==> src/rtl/bcd_countdown_timer_pkg.sv <==
// Shared types and helpers for the MM:SS BCD countdown timer.
// A stored time is four BCD digits; loaded values are clamped into range.
package bcd_countdown_timer_pkg;

   typedef logic [3:0] bcd_digit_t;

   typedef enum logic [1:0] {
      IDLE,
      RUN,
      PAUSE,
      DONE
   } timer_state_t;

   typedef struct packed {
      bcd_digit_t min_tens;
      bcd_digit_t min_ones;
      bcd_digit_t sec_tens;
      bcd_digit_t sec_ones;
   } bcd_time_t;

   localparam bcd_digit_t DIGIT_MAX    = 4'd9;
   localparam bcd_digit_t SEC_TENS_MAX = 4'd5;
   localparam bcd_time_t  TIME_ZERO    = 16'h0000;
   localparam bcd_time_t  TIME_ONE     = 16'h0001;

   function automatic bcd_digit_t clamp_digit(input bcd_digit_t digit, input bcd_digit_t max);
      return (digit > max) ? max : digit;
   endfunction

   // Any digit above 9 becomes 9; a seconds-tens digit above 5 becomes 5.
   function automatic bcd_time_t sanitise(input logic [7:0] min_raw, input logic [7:0] sec_raw);
      bcd_time_t t;
      t.min_tens = clamp_digit(min_raw[7:4], DIGIT_MAX);
      t.min_ones = clamp_digit(min_raw[3:0], DIGIT_MAX);
      t.sec_tens = clamp_digit(sec_raw[7:4], SEC_TENS_MAX);
      t.sec_ones = clamp_digit(sec_raw[3:0], DIGIT_MAX);
      return t;
   endfunction

endpackage

==> src/rtl/bcd_countdown_timer_if.sv <==
// Control and display bundle between the timer and its surroundings.
// The master side drives the controls; the slave is the timer itself.
interface bcd_countdown_timer_if;

   logic       tick;
   logic       start;
   logic       stop;
   logic       load;
   logic [7:0] load_min;
   logic [7:0] load_sec;
   logic [7:0] min_bcd;
   logic [7:0] sec_bcd;
   logic       running;
   logic       tick_en;
   logic       expired;

   modport master (
      output tick, start, stop, load, load_min, load_sec,
      input  min_bcd, sec_bcd, running, tick_en, expired
   );

   modport slave (
      input  tick, start, stop, load, load_min, load_sec,
      output min_bcd, sec_bcd, running, tick_en, expired
   );

endinterface

==> src/rtl/bcd_digit_down.sv <==
// One BCD digit of a down-counter chain: wraps 0 -> MAX when borrowed from.
module bcd_digit_down
   import bcd_countdown_timer_pkg::*;
#(
   parameter bcd_digit_t MAX = 4'd9
) (
   input  bcd_digit_t digit,
   input  logic       borrow_in,
   output bcd_digit_t next_digit,
   output logic       borrow_out
);

   always_comb begin
      next_digit = digit;
      if (borrow_in) begin
         next_digit = (digit == 4'd0) ? MAX : digit - 4'd1;
      end
   end

   assign borrow_out = (digit == 4'd0) && borrow_in;

endmodule

==> src/rtl/bcd_countdown_timer.sv <==
// MM:SS BCD countdown timer stepped by divider ticks; gates the divider via tick_en
// and emits a one-cycle expired pulse on reaching 00:00.
module bcd_countdown_timer
   import bcd_countdown_timer_pkg::*;
#(
   parameter logic [7:0] RESET_MIN = 8'h01,
   parameter logic [7:0] RESET_SEC = 8'h00
) (
   input logic                 clock,
   input logic                 reset,
   bcd_countdown_timer_if.slave bus
);

   timer_state_t state_q, state_d;
   bcd_time_t    time_q, time_d;
   bcd_time_t    time_dec;
   logic         running_q, running_d;
   logic         tick_en_q;
   logic         expired_q, expired_d;

   logic         borrow_sec_tens;
   logic         borrow_min_ones;
   logic         borrow_min_tens;
   logic         borrow_unused;

   // Decremented value is always computed; it is only taken on an accepted tick.
   bcd_digit_down #(.MAX(DIGIT_MAX)) u_sec_ones (
      .digit      (time_q.sec_ones),
      .borrow_in  (1'b1),
      .next_digit (time_dec.sec_ones),
      .borrow_out (borrow_sec_tens)
   );

   bcd_digit_down #(.MAX(SEC_TENS_MAX)) u_sec_tens (
      .digit      (time_q.sec_tens),
      .borrow_in  (borrow_sec_tens),
      .next_digit (time_dec.sec_tens),
      .borrow_out (borrow_min_ones)
   );

   bcd_digit_down #(.MAX(DIGIT_MAX)) u_min_ones (
      .digit      (time_q.min_ones),
      .borrow_in  (borrow_min_ones),
      .next_digit (time_dec.min_ones),
      .borrow_out (borrow_min_tens)
   );

   bcd_digit_down #(.MAX(DIGIT_MAX)) u_min_tens (
      .digit      (time_q.min_tens),
      .borrow_in  (borrow_min_tens),
      .next_digit (time_dec.min_tens),
      .borrow_out (borrow_unused)
   );

   // NOTE: every signal assigned here gets a default first so no latch is inferred.
   always_comb begin
      state_d   = state_q;
      time_d    = time_q;
      expired_d = 1'b0;

      if (bus.load) begin
         time_d  = sanitise(bus.load_min, bus.load_sec);
         state_d = IDLE;
      end else if (bus.stop) begin
         if (state_q == RUN) begin
            state_d = PAUSE;
         end
      end else if (bus.start && (state_q == IDLE || state_q == PAUSE)) begin
         if (time_q != TIME_ZERO) begin
            state_d = RUN;
         end
      end else if (bus.tick && state_q == RUN) begin
         time_d = time_dec;
         if (time_q == TIME_ONE) begin
            state_d   = DONE;
            expired_d = 1'b1;
         end
      end

      running_d = (state_d == RUN);
   end

   // NOTE: sequential state uses non-blocking assignments so every register
   // samples the pre-edge values, independent of statement order.
   always_ff @(posedge clock) begin
      // NOTE: reset is synchronous; it only takes effect on a clock edge.
      if (reset) begin
         state_q   <= IDLE;
         time_q    <= {RESET_MIN, RESET_SEC};
         running_q <= 1'b0;
         tick_en_q <= 1'b0;
         expired_q <= 1'b0;
      end else begin
         state_q   <= state_d;
         time_q    <= time_d;
         running_q <= running_d;
         tick_en_q <= running_d;
         expired_q <= expired_d;
      end
   end

   assign bus.min_bcd = {time_q.min_tens, time_q.min_ones};
   assign bus.sec_bcd = {time_q.sec_tens, time_q.sec_ones};
   assign bus.running = running_q;
   assign bus.tick_en = tick_en_q;
   assign bus.expired = expired_q;

endmodule

==> src/flat_wrapper.sv <==
// flat-port wrapper written by rule: the top's interface ports become plain ports
module bcd_countdown_timer_flat import bcd_countdown_timer_pkg::*;
#(
   parameter logic [7:0] RESET_MIN = 8'h01,
   parameter logic [7:0] RESET_SEC = 8'h00
)
  (clock, reset, bus_tick, bus_start, bus_stop, bus_load, bus_load_min, bus_load_sec, bus_min_bcd, bus_sec_bcd, bus_running, bus_tick_en, bus_expired);
  bcd_countdown_timer_if bus_i ();
  input logic clock;
  input logic reset;
  input wire logic [$bits(bus_i.tick)-1:0] bus_tick;
  input wire logic [$bits(bus_i.start)-1:0] bus_start;
  input wire logic [$bits(bus_i.stop)-1:0] bus_stop;
  input wire logic [$bits(bus_i.load)-1:0] bus_load;
  input wire logic [$bits(bus_i.load_min)-1:0] bus_load_min;
  input wire logic [$bits(bus_i.load_sec)-1:0] bus_load_sec;
  output wire logic [$bits(bus_i.min_bcd)-1:0] bus_min_bcd;
  output wire logic [$bits(bus_i.sec_bcd)-1:0] bus_sec_bcd;
  output wire logic [$bits(bus_i.running)-1:0] bus_running;
  output wire logic [$bits(bus_i.tick_en)-1:0] bus_tick_en;
  output wire logic [$bits(bus_i.expired)-1:0] bus_expired;
  assign bus_i.tick = bus_tick;
  assign bus_i.start = bus_start;
  assign bus_i.stop = bus_stop;
  assign bus_i.load = bus_load;
  assign bus_i.load_min = bus_load_min;
  assign bus_i.load_sec = bus_load_sec;
  assign bus_min_bcd = bus_i.min_bcd;
  assign bus_sec_bcd = bus_i.sec_bcd;
  assign bus_running = bus_i.running;
  assign bus_tick_en = bus_i.tick_en;
  assign bus_expired = bus_i.expired;
  bcd_countdown_timer #(.RESET_MIN(RESET_MIN), .RESET_SEC(RESET_SEC)) u_core (.clock(clock), .reset(reset), .bus(bus_i));
endmodule
==> config.mk <==
export PLATFORM = sky130hd
export DESIGN_NAME = bcd_countdown_timer_flat
export DESIGN_NICKNAME = d
export VERILOG_FILES = /design/src/rtl/bcd_countdown_timer_pkg.sv /design/src/rtl/bcd_countdown_timer_if.sv /design/src/rtl/bcd_digit_down.sv /design/src/rtl/bcd_countdown_timer.sv /design/src/flat_wrapper.sv
export SDC_FILE = /design/constraint.sdc
export NUM_CORES = 1
export LEC_CHECK = 0
export ABC_CLOCK_PERIOD_IN_PS = 2800
export CAP_MARGIN = 20
export CORE_UTILIZATION = 39
export DETAILED_ROUTE_END_ITERATION = 12
export PLACE_DENSITY = 0.72
export SLEW_MARGIN = 15
export SYNTH_ARGS = -nofsm -noshare
export SYNTH_HDL_FRONTEND = slang
export SYNTH_HIERARCHICAL = 1
export SYNTH_SLANG_ARGS = --single-unit
export TNS_END_PERCENT = 100
==> constraint.sdc <==
create_clock -name clock -period 2.8 [get_ports clock]
set_input_delay 0.84 -clock clock [delete_from_list [all_inputs] [get_ports clock]]
set_output_delay 0.84 -clock clock [all_outputs]
set_load 0.01 [all_outputs]
==> impl_results.md <==
* Post-detailed-route count of antenna-violating nets at 0
* Final critical-path required period at roughly 2.7 ns
* Routability-driven placement congestion ratio at 0.805
* Area Overhead vs Synth at 42.6%
* Layout cells sized above 1 at 12.8%
* Run status: finished clean
* Placed wire-length estimate at 2.48 mm
* Remaining design rule violation count at 0
* Row Count at 20
* Hold Path Class: reg2reg
* Initial cell density of the core at roughly two fifths
* Pin slew with the least headroom to its limit at between 0.6 and 0.7 ns
* Root Buffer: sky130_fd_sc_hd__clkbuf_4
* Height of the die at about 60 µm
* Synth Cell Area at 1300 µm²
* Number of instances on the worst hold path at 2
* Max-cap violations at 0
* Smallest hold slack at roughly 0.56 ns
* Clock Skews at around 0.0021 ns
* Rel. slew slack at between 50% and 60%
* Endpoint type of the worst setup path: flip-flop
* Clock buffer count from CTS at 3
* Final period utilization at 96.6%
* Fmax at about 0.37 GHz
* Power density over the cells at ~350 nW/µm²
* Yosys Warn Count at 6
* Number of clock sinks seen by CTS at 20
* Fin. Hold Viols at 0
* Number of nets in the finished design at 220
* Post-Place Cells at between 200 and 250
* Maximum ir drop on the vdd rail at roughly 0.00023 V
* Max Root-Sink Buffers at 2
* Final Total Pwr at approximately 0.65 mW
* Routed WL per cell at 13.7 µm
* Number of instances in the synthesized netlist at roughly 150
* Register-to-Register Path Depth at 12
* CTS tree: yes
* Total global routing track utilization at around a fifth
* DR vias/cell at between 5 and 6
* TritonRoute pass-1 iters at 4
* Clock slew at the register clock pins of the worst setup and hold paths at 0.11 ns
* Port Buf Inserts at 40
* Setup repair after global routing missed its margin: yes
* Largest net degree at the start of global routing at 22
* Final std cells w/o fill at 240
* Required time of the critical path at 3.02 ns
* Max Transition Viols Final at 0
* Number of violations reported at the end of detailed-routing iteration 0 at 56
* Num ports at 41
* Crit-path max FO at 6
* Die Span X at ~60 µm
* Number of setup violations in the final report at 0
* CP Launch Type: flip-flop
* Die Area at 3570 µm²
* Data arrival at the endpoint of the critical path at just under 3 ns
* Clock network latency to the later pin of the worst-skew pair at 0.30 ns
* Clock H-tree levels at 1
* Global-route wire length before repair at around 5.4 mm
* CP Class: reg2reg
* Mean Syn Cell Area at roughly 8.7 µm²
* Cell leakage power at between 0.6 and 0.7 nW
* Via total after detailed routing at 1300
* Post-CTS setup repair buffer count at 0
* Total wirelength of the detailed-routed design at between 3 and 4 mm
* Number of antenna violations at the first check in global routing at 0
* Area after detailed placement at 1810 µm²
* Global route overflow at 0
* Total inserted antenna cells at 0
* Placeable core region at around 3100 µm²
* Via count of the first global-routing pass at ~1200
* Setup TNS after final layout at 0 ns
* Design Area, Final at around 1900 µm²
-- power by group --
group / internal [mW] / leakage [nW] / switching, mW
logic: 0.103 / 0.494 / 0.0778
clock network: 0.0502 / 0.0138 / 0.0906
registers: 0.300 / 0.165 / 0.0253
total: 0.453 / 0.673 / 0.194
-- per-stage QoR --
step / utilization (%) / setup slack, ns
2_1_floorplan: - / 0.0357
3_3_place_gp: 58.4 / 0.0847
3_5_place_dp: 58.4 / -0.0134
4_1_cts: 59.3 / 0.0230
5_1_grt: 59.8 / -0.0540
6_report: 59.8 / 0.0949
-- worst paths after layout --
check	start	to	slack, ns
worst min register to register	u_core/state_q[1]	u_core/state_q[1]	0.56
worst max-delay path	u_core/bus.sec_bcd[0]	u_core/bus.min_bcd[6]	0.09
worst max register to register	u_core/bus.sec_bcd[0]	u_core/bus.min_bcd[6]	0.09
worst min-delay path	u_core/state_q[1]	u_core/state_q[1]	0.56
-- cell usage in the layout (no fill, tap or decap), types with 5 or more instances in the layout --
cell type                         count
sky130_fd_sc_hd__a21oi_1              7
sky130_fd_sc_hd__dfxtp_1             19
sky130_fd_sc_hd__clkdlybuf4s50_1     40
sky130_fd_sc_hd__a211oi_1            16
sky130_fd_sc_hd__nor2_1              10
sky130_fd_sc_hd__mux2i_1             12
sky130_fd_sc_hd__o21ai_0              9
sky130_fd_sc_hd__inv_1                6
sky130_fd_sc_hd__buf_4                8
sky130_fd_sc_hd__nand2_1              5
sky130_fd_sc_hd__xor2_1               7
sky130_fd_sc_hd__nor3_1               6
-- final cells by class --
type | count | area [µm²]
Timing Repair Buffer | 49 | 480
Tap cell | 44 | 55.1
Multi-Input combinational cell | 117 | 871
Fill cell | 305 | 1250
Inverter | 7 | 26.3
Clock buffer | 3 | 22.5
Sequential cell | 20 | 402
-- what timing repair did --
| item | 4_1_cts | 5_1_grt |
|---|---|---|
| endpoints found under the setup margin | 1 | 1 |
| hold buffers | 0 | 0 |
| resized for setup | 1 | 3 |
-- registers in the layout (all words and copies together) (netlist names) --
register and flops:
u_core/bus.tick_en 1, u_core/state_q 2, u_core/bus.min_bcd 8, u_core/bus.expired 1, u_core/bus.sec_bcd 8
-- layer usage --
layer | global-route usage [%] | part of all wire (%) | vias to the layer above
met1 | 26.9 | 50 | 602
met3 | 4.11 | 3.5 | 2
met2 | 33.2 | 46 | 37
li1 | - | - | 659
met4 | 3.32 | 0.30 | 0
met5 | 0 | 0 | -
-- worst max-delay path, cell delays in order, from the launching register on --
cell and delay [ns]:
sky130_fd_sc_hd__dfxtp_2 0.34, sky130_fd_sc_hd__nand2b_4 0.17, sky130_fd_sc_hd__nor4_4 0.16, sky130_fd_sc_hd__inv_1 0.10, sky130_fd_sc_hd__or3_4 0.38, sky130_fd_sc_hd__nor3_4 0.20, sky130_fd_sc_hd__nand2b_4 0.11, sky130_fd_sc_hd__nor4_4 0.24
sky130_fd_sc_hd__nand2b_4 0.10, sky130_fd_sc_hd__or4b_1 0.48, sky130_fd_sc_hd__nand2_1 0.08, sky130_fd_sc_hd__mux2i_1 0.06, sky130_fd_sc_hd__a211oi_1 0.23
Note: power is estimated with default switching activity, not from simulation.
==> RTL edit 1, RTL diff (same flow settings) <==
Re-encode `timer_state_t` (4 states) as one-hot, 4 bits wide.
--- a/src/rtl/bcd_countdown_timer_pkg.sv
+++ b/src/rtl/bcd_countdown_timer_pkg.sv
@@ -4,11 +4,11 @@
 
    typedef logic [3:0] bcd_digit_t;
 
-   typedef enum logic [1:0] {
-      IDLE,
-      RUN,
-      PAUSE,
-      DONE
+   typedef enum logic [3:0] {
+      IDLE  = 4'b0001,
+      RUN   = 4'b0010,
+      PAUSE = 4'b0100,
+      DONE  = 4'b1000
    } timer_state_t;
 
    typedef struct packed {
Behaviour: no difference found for any inputs over 10 cycles, from zero or initial values and one cycle with reset high; not proved beyond that.
==> RTL edit 1 against the unedited design <==
  * Power up 5.2%
  * Worst setup slack better by 78 ps
  * Synthesized cell count up 2.7%
  * Synthesized area up 4.3%
  * Sequential cell count up 2
  * Sequential power up 9.2%
  * First-iteration DRC count down 21%
  * Die area up 4.2%
  * Wire length up 0.49%
  * Critical path type unchanged
  * Cell area up 3.1%
  * Global-route usage down 2.2 points
  * Largest cell class unchanged
  * Non-clock buffer count down 1
==> RTL edit 1: results (changes against the unedited design) <==
| Metric | Value |
|---|---|
| Setup Fix Bufs, Post-CTS | `0 (unchanged)` |
| First-pass GRT wire length | `5.04 mm (was 5.44 mm)` |
| Cell count after placement | `242 (was 237)` |
| NumNets Final | `223 (was 220)` |
| RD Place Congestion | `0.789 (was 0.805)` |
| Crit-path slowest cell | `sky130_fd_sc_hd__or4b_1 (unchanged)` |
| Resized cells post-CTS | `1 (unchanged)` |
| Root buf cell | `sky130_fd_sc_hd__clkbuf_4 (unchanged)` |
| Layout cells sized above 1 | `13.1% (was 12.8%)` |
| Antenna diode count | `0 (unchanged)` |
| Min-Delay Path Class | `reg2reg (unchanged)` |
| Detailed Route Iter0 Violations | `44 (was 56)` |
| Met1 track utilization from global routing | `23.7% (was 26.9%)` |
| Routed WL per cell | `13.5 um (was 13.7 um)` |
| Critical path's largest stage delay | `approximately 470 ps` |
| Arrival time of data at the critical path endpoint | `2860 ps (was 2930 ps)` |
| Total routing usage reported by global routing | `17.8% (was 20.0%)` |
| Worst vdd ir | `0.157 mV (was 0.226 mV)` |
| Deepest clock path buffer count | `2 (unchanged)` |
| Leakage power summed over all cells | `0.826 nW (was 0.673 nW)` |
| Top Family by Delay on Critical Path | `simple AND/OR/NAND/NOR gates (unchanged)` |
| Cell count after synthesis | `153 (was 149)` |
| Met3 Resource Use GR | `1.26% (was 4.11%)` |
| Number of buffers added on ports | `40 (unchanged)` |
| Worst-case setup slack after placement | `-16.2 ps (was -13.4 ps)` |
| Pin count of the biggest net entering global routing | `18 (was 22)` |
| Wirelength, routed | `3.31 mm (was 3.29 mm)` |
| Outcome | `complete, no violations (unchanged)` |
| Met2 Use GR | `30.9% (was 33.2%)` |
| Total number of vias | `1321 (was 1300)` |
| Filler cell count | `307 (was 305)` |
| Vias in the first global route | `1124 (was 1247)` |
| Hpwl dp | `2.48 mm (about the same)` |
| CTS clock-pin slew for the worst setup and hold paths | `130 ps (was 110 ps)` |
| Skew final | `5.48 ps (was 2.15 ps)` |
[RTL edit 1: report_power, final]
group	internal (W)	switching (W)	total, W	leakage (nW)
Clock	0.0000501	0.0000973	0.000147	0.0138
Sequential	0.000329	0.0000256	0.000355	0.181
Combinational	0.000101	0.0000779	0.000178	0.631
Total	0.000480	0.000201	0.000681	0.826
[RTL edit 1: final cells by class]
class                      count  share of cell area (%)
multi-input combinational    117                    47.0
timing repair buffer          48                    24.1
sequential                    22                    23.0
tap                           46                    3.01
inverter                       9                    1.76
clock buffer                   3                    1.18
[RTL edit 1: layer usage]
layer  up-vias  part of all wire [%]
li1        658                     -
met1       625                    47
met2        36                    49
met3         2                   2.9
met4         0                  0.70
met5         -                     0
[RTL edit 1: through the flow]
step	cell area (sq um)	utilization (%)	hold slack, ps
after floorplan	1380	-	443
after global placement	1870	56.1	456
after detailed placement	1870	56.1	476
after CTS	1900	56.9	494
after global routing	1910	57.4	533
final	1910	57.4	505
[RTL edit 1: worst paths after layout]
kind	to	start	slack, ps	depth (start not counted)
worst max-delay path	u_core/bus.min_bcd[6]	u_core/bus.sec_bcd[0]	170	12
worst min-delay path	u_core/state_q[1]	u_core/state_q[1]	510	2
worst max register to register	u_core/bus.min_bcd[6]	u_core/bus.sec_bcd[0]	170	12
worst min register to register	u_core/state_q[1]	u_core/state_q[1]	510	2
[RTL edit 1: worst min-delay path: stages, from the launching register on]
cell and delay (ps):
sky130_fd_sc_hd__dfxtp_1 330, sky130_fd_sc_hd__inv_1 70, sky130_fd_sc_hd__a211oi_1 70
==> RTL edit 2, RTL diff (config.mk and constraints unchanged) <==
Without the edit above. `DIGIT_MAX`: 4'd9 -> 4'd6.
--- a/src/rtl/bcd_countdown_timer_pkg.sv
+++ b/src/rtl/bcd_countdown_timer_pkg.sv
@@ -18,7 +18,7 @@
       bcd_digit_t sec_ones;
    } bcd_time_t;
 
-   localparam bcd_digit_t DIGIT_MAX    = 4'd9;
+   localparam bcd_digit_t DIGIT_MAX    = 4'd6;
    localparam bcd_digit_t SEC_TENS_MAX = 4'd5;
    localparam bcd_time_t  TIME_ZERO    = 16'h0000;
    localparam bcd_time_t  TIME_ONE     = 16'h0001;
Function: changed (Yosys sat finds a counterexample within 4 cycles, from zero or initial values and one cycle with reset high).
==> RTL edit 2 against the unedited design <==
  * The flow now finishes with violations (negative setup slack)
  * Cell area increased by 11%
  * Worst setup slack lost 110 ps
  * Power grew 8.5%
  * Hold slack got worse by 13 ps
  * Clock power is 26% higher
  * Sequential cell count unchanged
  * Final cell count is 9.6% higher
  * Wire length rose by 9.8%
  * Synthesized area up 6.6%
  * Critical endpoint is now u_core/bus.min_bcd[7]
  * Highest routed layer unchanged
==> RTL edit 2: results (changes against the unedited design) <==
| Metric | Value |
|---|---|
| Pin count of the biggest net entering global routing | `20 (was 22)` |
| Cell count after placement | `252 (was 237)` |
| Number of buffers added on ports | `40 (unchanged)` |
| RD Place Congestion | `0.740 (was 0.805)` |
| Cells on Worst Hold Path | `2 (unchanged)` |
| Setup TNS | `-19.8 ps (was 0 ps)` |
| Vias in the first global route | `1217 (was 1247)` |
| Vias per std cell | `5.20 (was 5.42)` |
| Violated checks | `negative setup slack` |
| FF-to-FF End | `u_core/bus.min_bcd[7] (was u_core/bus.min_bcd[6])` |
| Hold endpoint | `u_core/state_q[0] (was u_core/state_q[1])` |
| NumNets Final | `243 (was 220)` |
| Min-Delay Path Class | `reg2reg (unchanged)` |
| Total routing usage reported by global routing | `19.0% (was 20.0%)` |
| Mean Syn Cell Area | `8.57 sq um (was 8.74 sq um)` |
| Crit-path max FO | `5 (was 6)` |
| Worst vdd ir | `0.162 mV (was 0.226 mV)` |
| Total number of vias | `1367 (was 1300)` |
| Met3 Resource Use GR | `1.89% (was 4.11%)` |
| Number of antenna violations at the first check in global routing | `0 (unchanged)` |
| Met2 Use GR | `33.8% (was 33.2%)` |
| Number of levels the H-tree was split into | `1 (unchanged)` |
| 1st-pass router iterations | `5 (was 4)` |
| Routed WL per cell | `13.7 um (about the same)` |
| Met1 track utilization from global routing | `23.4% (was 26.9%)` |
| Outcome | `finished, violations left (was complete, no violations)` |
| First-pass GRT wire length | `5.34 mm (was 5.44 mm)` |
| Top Family by Delay on Critical Path | `simple AND/OR/NAND/NOR gates (unchanged)` |
| Hpwl dp | `2.47 mm (was 2.48 mm)` |
| Deepest clock path buffer count | `2 (unchanged)` |
| CTS clock-pin slew for the worst setup and hold paths | `130 ps (was 110 ps)` |
| Launching point of the worst reg2reg path | `u_core/bus.sec_bcd[1] (was u_core/bus.sec_bcd[0])` |
| Logic depth of the worst register-to-register path | `13 (was 12)` |
| Crit-path slowest cell | `sky130_fd_sc_hd__or3_4 (was sky130_fd_sc_hd__or4b_1)` |
| WHS | `544 ps (was 557 ps)` |
| Layout cells sized above 1 | `20.3% (was 12.8%)` |
| Detailed Route Iter0 Violations | `44 (was 56)` |
| Arrival time of data at the critical path endpoint | `3020 ps (was 2930 ps)` |
| Root buf cell | `sky130_fd_sc_hd__clkbuf_4 (unchanged)` |
| Leakage power summed over all cells | `0.728 nW (was 0.673 nW)` |
| Critical path's largest stage delay | `420 ps (was 480 ps)` |
| Filler cell count | `307 (was 305)` |
| Skew final | `2.31 ps (was 2.15 ps)` |
| Antenna diode count | `0 (unchanged)` |
| Number of warnings reported in the yosys synthesis log | `6 (unchanged)` |
| Beginning of the worst hold path | `u_core/state_q[0] (was u_core/state_q[1])` |
| Finish-stage setup viols | `1 (was 0)` |
| Setup WS post-layout | `-19.8 ps (was 94.9 ps)` |
| TritonCTS buffer count | `3 (unchanged)` |
==> RTL edit 2: repair_timing <==
| item | in CTS | in global routing |
|---|---|---|
| setup buffers | 0 | 7 |
| pin swaps | 0 | 8 |
| setup endpoints to repair | 2 | 3 |
| gates cloned | 0 | 0 |
| resized for setup | 2 | 15 |
| hold buffers | 0 | 0 |
==> RTL edit 2: worst max-delay path by stage <==
| stage | start | endpoint | slack [ps] | depth (start not counted) |
|---|---|---|---|---|
| 2_1_floorplan | u_core/bus.sec_bcd[0] | u_core/bus.min_bcd[7] | 50 | 13 |
| 3_3_place_gp | u_core/bus.sec_bcd[1] | u_core/bus.min_bcd[7] | 150 | 13 |
| 3_5_place_dp | u_core/bus.sec_bcd[1] | u_core/bus.min_bcd[7] | -60 | 13 |
| 4_1_cts | u_core/bus.sec_bcd[1] | u_core/bus.min_bcd[7] | 60 | 13 |
| 5_1_grt | u_core/bus.sec_bcd[1] | u_core/bus.min_bcd[4] | -110 | 14 |
| 6_report | u_core/bus.sec_bcd[1] | u_core/bus.min_bcd[7] | -20 | 13 |
==> RTL edit 2: per-layer routing <==
metal | up-vias | wire [um] | part of all wire, %
met5 | - | 0 | 0
met4 | 0 | 27 | 0.75
met3 | 2 | 122 | 3.4
met2 | 38 | 1900 | 53
met1 | 640 | 1560 | 43
li1 | 687 | - | -
==> RTL edit 2: layout make-up <==
| type | count | area, sq um | area share (%) |
|---|---|---|---|
| multi-input combinational | 130 | 1010 | 49.0 |
| timing repair buffer | 54 | 518 | 25.2 |
| sequential | 20 | 403 | 19.6 |
| tap | 46 | 57.6 | 2.80 |
| clock buffer | 4 | 36.3 | 1.76 |
| inverter | 9 | 33.8 | 1.64 |
==> RTL edit 2: power breakdown <==
part           switching [W]  internal (W)
Combinational      0.0000856      0.000119
Sequential         0.0000225      0.000297
Clock              0.0000987     0.0000793
Total               0.000207      0.000495
==> RTL edit 2: worst min-delay path, stage by stage, from the launching register on <==
cell and delay (ps):
sky130_fd_sc_hd__dfxtp_1 360, sky130_fd_sc_hd__o21ai_0 80, sky130_fd_sc_hd__a21oi_1 60
==> RTL edit 2: stage by stage <==
step                setup slack [ps]  area, sq um
floorplan                       46.7         1410
global placement                 147         1900
detailed placement             -55.2         1900
CTS                             63.2         1950
global route                    -107         2060
finish                         -19.8         2060
